$ cat src/rtl/traffic_pkg.sv
// -----------------------------------------------------------------------------
// traffic_pkg
// Shared definitions for the highway/farm-road intersection controller:
//   - state_t   : controller phases
//   - LIGHT_*   : 2-bit lamp driver encodings
//   - COUNT_W   : width of the shared dwell counter
//   - last_tick : converts a dwell length in ticks into the count value on
//                 which that dwell ends (dwell N exits when count == N-1)
// -----------------------------------------------------------------------------
package traffic_pkg;

    localparam int COUNT_W = 7;

    // ARH/ARF are the all-red clearance phases before highway/farm green.
    typedef enum logic [2:0] {
        ARH   = 3'd0,
        HG    = 3'd1,
        HY    = 3'd2,
        ARF   = 3'd3,
        FG    = 3'd4,
        FY    = 3'd5,
        FLASH = 3'd6
    } state_t;

    localparam logic [1:0] LIGHT_RED = 2'b00;
    localparam logic [1:0] LIGHT_YEL = 2'b01;
    localparam logic [1:0] LIGHT_GRN = 2'b10;

    function automatic logic [COUNT_W-1:0] last_tick(input int dwell);
        return COUNT_W'(dwell - 1);
    endfunction

endpackage

$ cat src/rtl/sync_2ff.sv
// -----------------------------------------------------------------------------
// sync_2ff
// Two-flop synchroniser for signals that are asynchronous to clk. The output
// lags the input by two rising edges. Reusable for any asynchronous input.
// Ports:
//   clk    in  1      destination clock
//   reset  in  1      asynchronous, active-low reset (clears both stages)
//   d_i    in  WIDTH  asynchronous input
//   q_o    out WIDTH  synchronised output
// -----------------------------------------------------------------------------
module sync_2ff #(
    parameter int WIDTH = 1
) (
    input  logic             clk,
    input  logic             reset,
    input  logic [WIDTH-1:0] d_i,
    output logic [WIDTH-1:0] q_o
);

    logic [WIDTH-1:0] meta_q;
    logic [WIDTH-1:0] sync_q;

    always_ff @(posedge clk or negedge reset) begin
        if (!reset) begin
            meta_q <= '0;
            sync_q <= '0;
        end else begin
            meta_q <= d_i;
            sync_q <= meta_q;
        end
    end

    assign q_o = sync_q;

endmodule

$ cat src/rtl/traffic_light_fsm.sv
// -----------------------------------------------------------------------------
// traffic_light_fsm
// Sequencing stage of the highway/farm-road intersection controller. Reads the
// dwell count from the shared cycle counter and decides when each phase ends;
// it requests a counter clear on every phase change so that each new phase
// starts at count == 0.
// Ports:
//   clk         in  1  system clock
//   reset       in  1  asynchronous, active-low reset
//   count       in  7  dwell count from the cycle counter
//   car_sensor  in  1  farm-road vehicle present (asynchronous to clk)
//   flash_req   in  1  maintenance flash request (synchronous to clk)
//   clear       out 1  zero the counter on the next rising edge
//   hwy_light   out 2  highway lamp: 00 red, 01 yellow, 10 green
//   farm_light  out 2  farm lamp, same encoding
// -----------------------------------------------------------------------------
module traffic_light_fsm
    import traffic_pkg::*;
#(
    parameter int HWY_GREEN_MIN  = 64,
    parameter int FARM_GREEN_MAX = 40,
    parameter int YELLOW_TIME    = 8,
    parameter int ALL_RED_TIME   = 2,
    parameter int BLINK_BIT      = 3
) (
    input  logic               clk,
    input  logic               reset,
    input  logic [COUNT_W-1:0] count,
    input  logic               car_sensor,
    input  logic               flash_req,
    output logic               clear,
    output logic [1:0]         hwy_light,
    output logic [1:0]         farm_light
);

    // Dwell parameters are compared against a 7-bit count, so they must fit.
    localparam bit PARAMS_OK =
        (HWY_GREEN_MIN  >= 1) && (HWY_GREEN_MIN  <= 127) &&
        (FARM_GREEN_MAX >= 1) && (FARM_GREEN_MAX <= 127) &&
        (YELLOW_TIME    >= 1) && (YELLOW_TIME    <= 127) &&
        (ALL_RED_TIME   >= 1) && (ALL_RED_TIME   <= 127) &&
        (BLINK_BIT      >= 0) && (BLINK_BIT      <  COUNT_W);

    generate
        if (!PARAMS_OK) begin : g_param_check
            $error("traffic_light_fsm: dwell parameters must be 1..127 and BLINK_BIT 0..6");
        end
    endgenerate

    localparam logic [COUNT_W-1:0] HG_LAST  = last_tick(HWY_GREEN_MIN);
    localparam logic [COUNT_W-1:0] FG_LAST  = last_tick(FARM_GREEN_MAX);
    localparam logic [COUNT_W-1:0] YEL_LAST = last_tick(YELLOW_TIME);
    localparam logic [COUNT_W-1:0] AR_LAST  = last_tick(ALL_RED_TIME);

    state_t state_q;
    state_t state_d;
    logic   min_done_q;
    logic   min_done_d;
    logic   car_s;
    logic   hg_min_hit;
    logic   blink;

    // ------------------------------------------------------------------
    // car_sensor comes from an unrelated domain; only its synchronised
    // copy may steer the FSM.
    // ------------------------------------------------------------------
    sync_2ff #(
        .WIDTH (1)
    ) u_car_sync (
        .clk   (clk),
        .reset (reset),
        .d_i   (car_sensor),
        .q_o   (car_s)
    );

    // ------------------------------------------------------------------
    // State register
    // ------------------------------------------------------------------
    always_ff @(posedge clk or negedge reset) begin
        if (!reset) begin
            state_q    <= ARH;
            min_done_q <= 1'b0;
        end else begin
            state_q    <= state_d;
            min_done_q <= min_done_d;
        end
    end

    assign hg_min_hit = (count == HG_LAST);
    assign blink      = count[BLINK_BIT];

    // ------------------------------------------------------------------
    // Next-state and output decode
    // flash_req is checked first in every branch so it wins over car_s
    // and over dwell timeouts. Timed states only divert to FLASH once
    // their own dwell has completed, so a green always passes through
    // its yellow before flashing.
    // ------------------------------------------------------------------
    always_comb begin
        state_d    = state_q;
        min_done_d = min_done_q;
        hwy_light  = LIGHT_RED;
        farm_light = LIGHT_RED;

        case (state_q)
            ARH: begin
                if (count == AR_LAST) begin
                    state_d = flash_req ? FLASH : HG;
                end
            end

            HG: begin
                hwy_light = LIGHT_GRN;
                // min_done latches the minimum-green point; count may wrap
                // afterwards while HG waits for a car, which is harmless.
                if (hg_min_hit) begin
                    min_done_d = 1'b1;
                end
                // The min match and a waiting car on the same cycle collapse
                // into one transition because both feed a single condition.
                if (flash_req || ((min_done_q || hg_min_hit) && car_s)) begin
                    state_d    = HY;
                    min_done_d = 1'b0;
                end
            end

            HY: begin
                hwy_light = LIGHT_YEL;
                if (count == YEL_LAST) begin
                    state_d = flash_req ? FLASH : ARF;
                end
            end

            ARF: begin
                if (count == AR_LAST) begin
                    state_d = flash_req ? FLASH : FG;
                end
            end

            FG: begin
                farm_light = LIGHT_GRN;
                // Leaves as soon as the farm road empties, so FG may last a
                // single cycle if no car is seen on entry.
                if (flash_req || !car_s || (count == FG_LAST)) begin
                    state_d = FY;
                end
            end

            FY: begin
                farm_light = LIGHT_YEL;
                if (count == YEL_LAST) begin
                    state_d = flash_req ? FLASH : ARH;
                end
            end

            FLASH: begin
                // Roads blink in antiphase, driven by one count bit.
                hwy_light  = blink ? LIGHT_YEL : LIGHT_RED;
                farm_light = blink ? LIGHT_RED : LIGHT_YEL;
                if (!flash_req) begin
                    state_d = ARH;
                end
            end

            default: begin
                // Unused encoding: fall back to the all-red start phase.
                state_d    = ARH;
                min_done_d = 1'b0;
            end
        endcase
    end

    // Mealy clear: high only when the state changes this edge, so the
    // counter starts every phase at zero. Gated by reset because the
    // counter shares the reset net and must not see a stray clear.
    assign clear = reset && (state_d != state_q);

endmodule
$ cat config.mk
export PLATFORM = sky130hd
export DESIGN_NAME = traffic_light_fsm
export DESIGN_NICKNAME = d
export VERILOG_FILES = /design/src/rtl/traffic_pkg.sv /design/src/rtl/sync_2ff.sv /design/src/rtl/traffic_light_fsm.sv
export SDC_FILE = /design/constraint.sdc
export NUM_CORES = 1
export LEC_CHECK = 0
export ABC_AREA = 1
export BUFFER_PORTS_ARGS = -buffer_cell sky130_fd_sc_hd__buf_4
export CAP_MARGIN = 20
export CORE_AREA = 2 2 39 41
export DETAILED_ROUTE_END_ITERATION = 16
export DIE_AREA = 0 0 41 43
export PLACE_DENSITY = 0.71
export SLEW_MARGIN = 20
export SYNTH_ARGS = -nofsm -noshare
export SYNTH_HDL_FRONTEND = slang
export SYNTH_SLANG_ARGS = --single-unit
$ cat constraint.sdc
create_clock -name clk -period 2.1 [get_ports clk]
set_input_delay 0.42 -clock clk [delete_from_list [all_inputs] [get_ports clk]]
set_output_delay 0.42 -clock clk [all_outputs]
set_load 0.005 [all_outputs]
# After elaboration in Yosys (flattened, before gate mapping)
# Index checks and enable logic that the tools add are counted.
# classes
n_eq_ne	12
bitwise_logic	1
n_mux	19
n_reduce_logical	10
# op_table
op	count
3-bit 2-to-1 mux	10
3-bit case mux with 7 select lines	1
7-bit by 6-bit == test with 1-bit output, second input constant	2
2-bit case mux with 3 select lines	2
3-bit == test, second input constant	3
7-bit by 1-bit == test with 1-bit output, second input constant	1
7-bit by 3-bit == test with 1-bit output, second input constant	1
3-bit by 2-bit == test with 1-bit output, second input constant	2
6-bit OR reduction	1
1-bit logical OR	4
1-bit 2-to-1 mux	4
3-bit by 1-bit == test with 1-bit output, second input constant	1
3-bit zero test	1
3-bit inequality test	1
3-bit inequality test, second input constant	1
1-bit logical AND	2
2-bit 2-to-1 mux	1
1-bit case mux with 2 select lines	1
2-bit AND reduction	1
1-bit zero test	1
1-bit NOT	1
# totals
input_bits	11
output_inout_bits	5
wordCells	46
reg_bits	6

# Logic depth before layout (Yosys ltp)
# Gate-level depths: netlist of the first run.
# logic_depth
ltp_word	8
ltp_mapped	13
ltp_nobuf	13

# Modules after synthesis
# From an unflattened synthesis of the first run, not the netlist that was laid out.
# hier_totals
cells_unflattened	102
area_unflattened_um2	601.8
# modules_own_cells
module	area_each_um2	instances	cells_per_inst	seq_area_each_um2
traffic_light_fsm	551.8	1	100	100.1
sync_2ff	50.0	1	2	50.0

# Least setup slack after synthesis of the first run
# Ideal clock, no wire load.
# synth_path
path_kind	input port to output port
startpoint	input port count[5]
endpoint	output port clear
t_arrival_ns	1.268
n_path_buf	0
stages	11
slack_ns	0.412
path_cell_list	inv_2 -> nand2_2 -> nor2_8 -> nand2_1 -> nand2_1 -> o21ai_2 -> nor2_2 -> nand4_1 -> nand3_1 -> nand2_1 -> inv_1
# synth_via
elab_chain_len	8
elab_cells_between_ends	17
classes_between	eq/ne: 5; mux: 7; reduce/logical: 5
# synth_rtl
item	line_no	source
from (decl)	traffic_light_fsm.sv:28	input logic [COUNT_W-1:0] count,
7-bit by 6-bit == test with 1-bit output	traffic_light_fsm.sv:89	assign hg_min_hit = (count == HG_LAST);
1-bit logical OR	traffic_light_fsm.sv:121	if (flash_req || ((min_done_q || hg_min_hit) && car_s)) begin
1-bit logical AND	traffic_light_fsm.sv:121	
1-bit logical OR	traffic_light_fsm.sv:121	
3-bit 2-to-1 mux	traffic_light_fsm.sv:121	
3-bit case mux with 7 select lines *	traffic_light_fsm.sv:105	case (state_q)
3-bit inequality test *	traffic_light_fsm.sv:176	assign clear = reset && (state_d != state_q);
1-bit logical AND *	traffic_light_fsm.sv:176	
to (decl)	traffic_light_fsm.sv:31	output logic clear,
# Mark *: on every way between the ends. The rest lies on a longest branch, timed or not.

# Worst setup path after layout of the first run
# layout_path
startpoint	register state_q[1]
endpoint	output port clear
# layout_via
elab_chain_len	4
elab_cells_between_ends	17
classes_between	eq/ne: 7; mux: 8; reduce/logical: 2
# layout_rtl
item	line_no	source
from (decl)	traffic_light_fsm.sv:55	state_t state_q;
from (signal assigned)	traffic_light_fsm.sv:84	state_q <= state_d;
3-bit == test (tied with other cells)	traffic_light_fsm.sv:105	
3-bit case mux with 7 select lines *	traffic_light_fsm.sv:105	
net state_d[2]	traffic_light_fsm.sv:56	state_t state_d;
3-bit inequality test *	traffic_light_fsm.sv:176	
1-bit logical AND *	traffic_light_fsm.sv:176	
# Mark *: on every way through the listed nets, which the timed path passes. The rest lies on a longest branch.

==> results of run 1 <==
what timing repair did:
action | CTS | global route
pin swaps | 0 | 8
setup buffers | 0 | 4
resized for setup | 2 | 12
hold buffers | 1 | 0
endpoints found under the setup margin | 1 | 1
endpoints found under the hold margin | 6 | 0
metal layers:
layer | global-route usage (%) | wire length [um]
met1 | 25.00 | 612
met2 | 24.69 | 716
met3 | 3.141 | 92
met4 | 7.333 | 18
met5 | 0 | 0
logic make-up after synthesis:
group           Yosys count
simple gates             66
buf+inv                  18
flops                     6
compound gates            9
synth_stat cells, types with 2 or more instances:
cell type	n	area, um^2
o21ai_0	4	20.02
nand3_1	12	60.06
nor2_1	7	26.28
nor2_2	4	25.02
inv_2	8	30.03
nand2_1	30	112.6
dfrtp_1	6	150.1
a21oi_1	2	10.01
nand2_2	2	12.51
nand3_2	4	40.04
inv_1	8	30.03
nand4_1	4	25.02
where the power goes:
| part | total [uW] | internal (uW) | switching [uW] |
|---|---|---|---|
| clock network | 98.6 | 64.2 | 34.4 |
| logic | 598 | 278 | 320 |
| registers | 238 | 153 | 85.4 |
per-stage QoR:
stage / utilization (%) / total power [uW] / hold WS, ns
after CTS: 56.33 / 786.9 / 0.2913
final: 61.57 / 934.7 / 0.2927
after detailed placement: 53.80 / 679.4 / 0.2304
after floorplan: - / 533.5 / 0.1244
after global placement: 53.80 / 678.7 / 0.2303
after global routing: 61.57 / 1011 / 0.2887
final timing paths:
check / endpoint
worst max-delay path: clear
worst min-delay path: u_car_sync.meta_q$_DFF_PN0_
worst max register to register: state_q[2]$_DFF_PN0_
worst min register to register: u_car_sync.q_o$_DFF_PN0_
max in group asynchronous: state_q[2]$_DFF_PN0_
min in group asynchronous: u_car_sync.meta_q$_DFF_PN0_
sequential cells by signal (all words and copies together), names as in the netlist:
name,count
state_q,3
min_done_q,1
u_car_sync.q_o,1
u_car_sync.meta_q,1
cell usage in the layout (no fill, tap or decap):
cell	instances
nand2_1	27
buf_4	19
nand3_1	12
inv_1	8
inv_2	7
nor2_1	5
nand2_2	5
nor2_4	4
o21ai_0	4
nand4_1	4
nor2_2	3
nand3_2	3
clkbuf_4	3
dfrtp_1	3
dfrtp_2	3
a21oi_1	2
inv_4	1
nor2_8	1
nand3_4	1
o21ai_2	1
nor3_1	1
clkinv_1	1
o211ai_1	1
a31oi_1	1
dlygate4sd3_1	1
buf_6	1
layout make-up:
type / instances / area [um^2] / area share, %
Multi-Input combinational cell: 75 / 425.4 / 49.93
Timing Repair Buffer: 21 / 163.9 / 19.24
Sequential cell: 6 / 153.9 / 18.06
Inverter: 17 / 66.31 / 7.783
Clock buffer: 3 / 22.52 / 2.643
Tap cell: 16 / 20.02 / 2.349
worst reg2reg max path, stage by stage (launching register included):
cell and delay (ns):
dfrtp_2 0.45, inv_2 0.09, o211ai_1 0.21, nand2_2 0.10, inv_2 0.06, nand3_2 0.07, buf_4 0.13
==> out/qor.csv, run 1 <==
metric;value;unit
outcome;finished clean;
syn_avg_cell_area;6.180;um^2
hold_path.startpoint;car_sensor;
synthMuxAreaShare;0;%
rrSetupSlack;0.88;ns
synth_xor_area_share;0;%
timing.rr.start;state_q[1]$_DFF_PN0_;
fin_skew;0.002119;ns
leakage;0.0004408;uW
die_height;43;um
synth_edf_count;0;
vias;691;
drv_slew;0;
fin_crit;2.024;ns
initial_core_util;44.21;%
critPathLaunchType;flip-flop;
path_depth;12;
routed_wl;1.439;mm
maxCapViolations;0;
hold_viol;0;
fmax;494.0;MHz
tightest_slew;0.2441;ns
yosysWarnings;0;
path_buf_inv;3;
synthAdderAreaFrac;0;%
nFillCells;128;
criticalPathCategory;flip-flop to primary output;
fin_ws;0.07571;ns
cts_tree;yes;
max_stage_delay;0.45;ns
placementRows;14;
grt_first_pass_wirelength;2.139;mm
numCtsBuffers;3;
grt_max_degree;9;
clock_path_buffers;2;
design_area;852.1;um^2
synth_top_flop_cell;dfrtp_1;
io_buffers;15;
worstSkewPairLatency;0.23;ns
routedWlPerCell;10.43;um
synthArstFlopShare;100.0;%
cts_root_buffer;clkbuf_4;
grt_pass1_vias;534;
finalCritPeriodShare;96.39;%
critPathMaxFanout;6;
max_slew_margin;83.73;%
gp_congestion;0.8901;
cp.required;1.68;ns
cp_slowest_cell;dfrtp_2;
placed_cells;130;
dr.pass1.iters;4;
avgViaCountPerCell;5.007;
crit_family;simple AND/OR/NAND/NOR gates;
htreeDepth;1;
synthSimpleGateAreaFrac;55.21;%
end_kind;primary output;
rsz0062_at_grt;true;
overflow;0;
detail-route-antenna-nets;0;
diodes;0;
cp-startpoint;state_q[1]$_DFF_PN0_;
netlist_area;611.8;um^2
synthCells;99;
grt_usage;17.36;%
cts_sinks;6;
hold_depth;1;
synth_seq_area_share;24.54;%
dpl_cell_area;744.5;um^2
path_cells;inv_2 -> nor2_4 -> nand2_2 -> nand2_2 -> nand3_2 -> nand3_2 -> nand2_1 -> nand2_1 -> nand3_1 -> nand2_1 -> inv_1 -> buf_6;
drtIter0Drc;12;
antenna_found_initial;0;
yosysUniqueCellTypes;20;
ys_ff_latch;6;
synth-compound-area-share;8.589;%
reg2reg_depth;6;
min_path_type;primary input to flip-flop;
p_per_area;1097;nW/um^2
tns;0;ns
area_growth;39.26;%
place_worst_setup_slack;0.09193;ns
peakVddDrop;0.8388;mV
cp_common_cell;nand2_1;
finalSetupViolations;0;
drive_gt1_share;42.62;%
clk_pin_slew;0.04;ns
ioPinCount;16;
dieArea;1763;um^2
core_area;1384;um^2
fin_cells;138;
synth_top_family_by_area;simple AND/OR/NAND/NOR gates;
die_x;41;um
nets;135;
drc;0;
dp_hpwl;1.078;mm
worstPathArrival;1.60;ns
synth_nets;110;
Power figures use the tool's default switching activity.
==> run 2, diff against run 1 <==
--- a/constraint.sdc
+++ b/constraint.sdc
@@ -3,2 +3,2 @@
 set_output_delay 0.42 -clock clk [all_outputs]
-set_load 0.005 [all_outputs]
+set_load 0.02 [all_outputs]
==> run 2 against run 1 <==
Against the previous run: non-clock buffer count is 1 higher; setup slack got worse by 0.013 ns; die area did not move; via count is 1.3% higher; critical endpoint unchanged.
==> out/qor.csv, run 2 (synthesis results as in run 1) <==
metric;value;unit
dr.pass1.iters;4;
grt_max_degree;9;
final_common_cell;nand2_1;
end_kind;primary output;
area_growth;41.31;%
fin_skew;0.002085;ns
drive_gt1_share;43.90;%
outcome;finished clean;
finalSetupViolations;0;
holdWs;0.2927;ns
routedWlPerCell;10.28;um
dp_hpwl;1.078;mm
hold_viol;0;
tightest_slew;0.2418;ns
largest_reg_flops;3;
clock_path_buffers;2;
cts_sinks;6;
grt_first_pass_wirelength;2.166;mm
worstSkewPairLatency;0.23;ns
numCtsBuffers;3;
critPathMaxFanout;6;
path_buf_inv;3;
leakage;0.0004461;uW
layout_common_cells;nand2_1, buf_4, nand3_1;
grt_pass1_vias;537;
die_x;41;um
hold_path.startpoint;car_sensor;
crit_family;simple AND/OR/NAND/NOR gates;
core_area;1384;um^2
htreeDepth;1;
max_stage_delay;0.45;ns
criticalPathCategory;flip-flop to primary output;
cts_root_buffer;clkbuf_4;
rsz0062_at_grt;true;
top_register;state_q;
overflow;0;
peakVddDrop;0.8182;mV
cp_slowest_cell;dfrtp_2;
avgViaCountPerCell;5.036;
finalCritPeriodShare;97.00;%
grt_usage;17.66;%
routed_wl;1.429;mm
cp.required;1.68;ns
dieArea;1763;um^2
initial_core_util;44.21;%
fmax;490.9;MHz
io_buffers;15;
antenna_found_initial;0;
detail-route-antenna-nets;0;
diodes;0;
timing.rr.start;state_q[1]$_DFF_PN0_;
worstPathArrival;1.62;ns
nets;136;
drv_slew;0;
nFillCells;127;
drc;0;
fin_crit;2.037;ns
design_area;864.6;um^2
clk_pin_slew;0.04;ns
drtIter0Drc;15;
placementRows;14;
finalCoreUtilization;62.48;%
vias;700;
min_path_type;primary input to flip-flop;
cp-startpoint;state_q[1]$_DFF_PN0_;
dpl_cell_area;744.5;um^2
critPathLaunchType;flip-flop;
cts_tree;yes;
ioPinCount;16;
gp_congestion;0.8901;
path_cells;inv_2 -> nor2_4 -> nand3_1 -> o21ai_2 -> nor2_4 -> nand2_2 -> nand2_1 -> nand3_1 -> nand2_1 -> inv_1 -> buf_6;
die_height;43;um
max_slew_margin;83.88;%
p_per_area;1154;nW/um^2
maxCapViolations;0;
==> run 2: final cells by class <==
class / count / area [um^2] / share of cell area (%)
clock buffers: 3 / 22.52 / 2.605
inverters: 17 / 66.31 / 7.670
repair buffers: 22 / 171.4 / 19.83
flip-flops and latches: 6 / 153.9 / 17.80
multi-input cells: 75 / 430.4 / 49.78
well taps: 16 / 20.02 / 2.315
==> run 2: worst reg2reg max path: cells and delay by family (launching register included) <==
| family | cells | cell delay, ns |
|---|---|---|
| buf+inv | 3 | 0.28 |
| compound gates | 1 | 0.20 |
| flops | 1 | 0.45 |
| simple gates | 2 | 0.16 |
==> run 2: final timing paths <==
kind                       depth (start not counted)  slack (ns)                           to
setup / recovery                                  11        0.06                        clear
hold / removal                                     1        0.29  u_car_sync.meta_q$_DFF_PN0_
setup reg to reg                                   6        0.90         state_q[2]$_DFF_PN0_
hold reg to reg                                    0        0.36     u_car_sync.q_o$_DFF_PN0_
max in group asynchronous                          2        1.45         state_q[2]$_DFF_PN0_
min in group asynchronous                          2        0.52     u_car_sync.q_o$_DFF_PN0_
==> run 2: where the power goes <==
part | total (uW) | internal [uW] | leakage, uW | switching [uW]
logic | 665 | 291 | 0.000361 | 374
registers | 234 | 153 | 0.0000713 | 81.6
clock network | 98.6 | 64.2 | 0.0000138 | 34.4
total | 998 | 508 | 0.000446 | 490
==> run 2: repair_timing <==
action,4_1_cts,5_1_grt
resized for setup,5,10
pin swaps,1,7
setup buffers,0,5
endpoints found under the hold margin,6,0
hold buffers,1,0
endpoints found under the setup margin,1,1
==> run 2: through the flow <==
step	setup slack (ns)	total power [uW]	setup TNS [ns]	std cells
final	0.06293	997.5	0	139
after global routing	-0.1148	1082	-0.1148	139
after CTS	0.01321	857.4	0	134
after detailed placement	0.06924	733.2	0	130
after global placement	0.07666	732.6	0	130
after floorplan	0.1533	584.4	0	99
==> run 2: per-layer routing <==
| layer | track usage [%] | routed length (um) | up-vias |
|---|---|---|---|
| li1 | - | - | 370 |
| met4 | 7.333 | 19 | 0 |
| met3 | 3.141 | 72 | 2 |
| met1 | 24.67 | 598 | 307 |
| met5 | 0 | 0 | - |
| met2 | 25.94 | 739 | 21 |
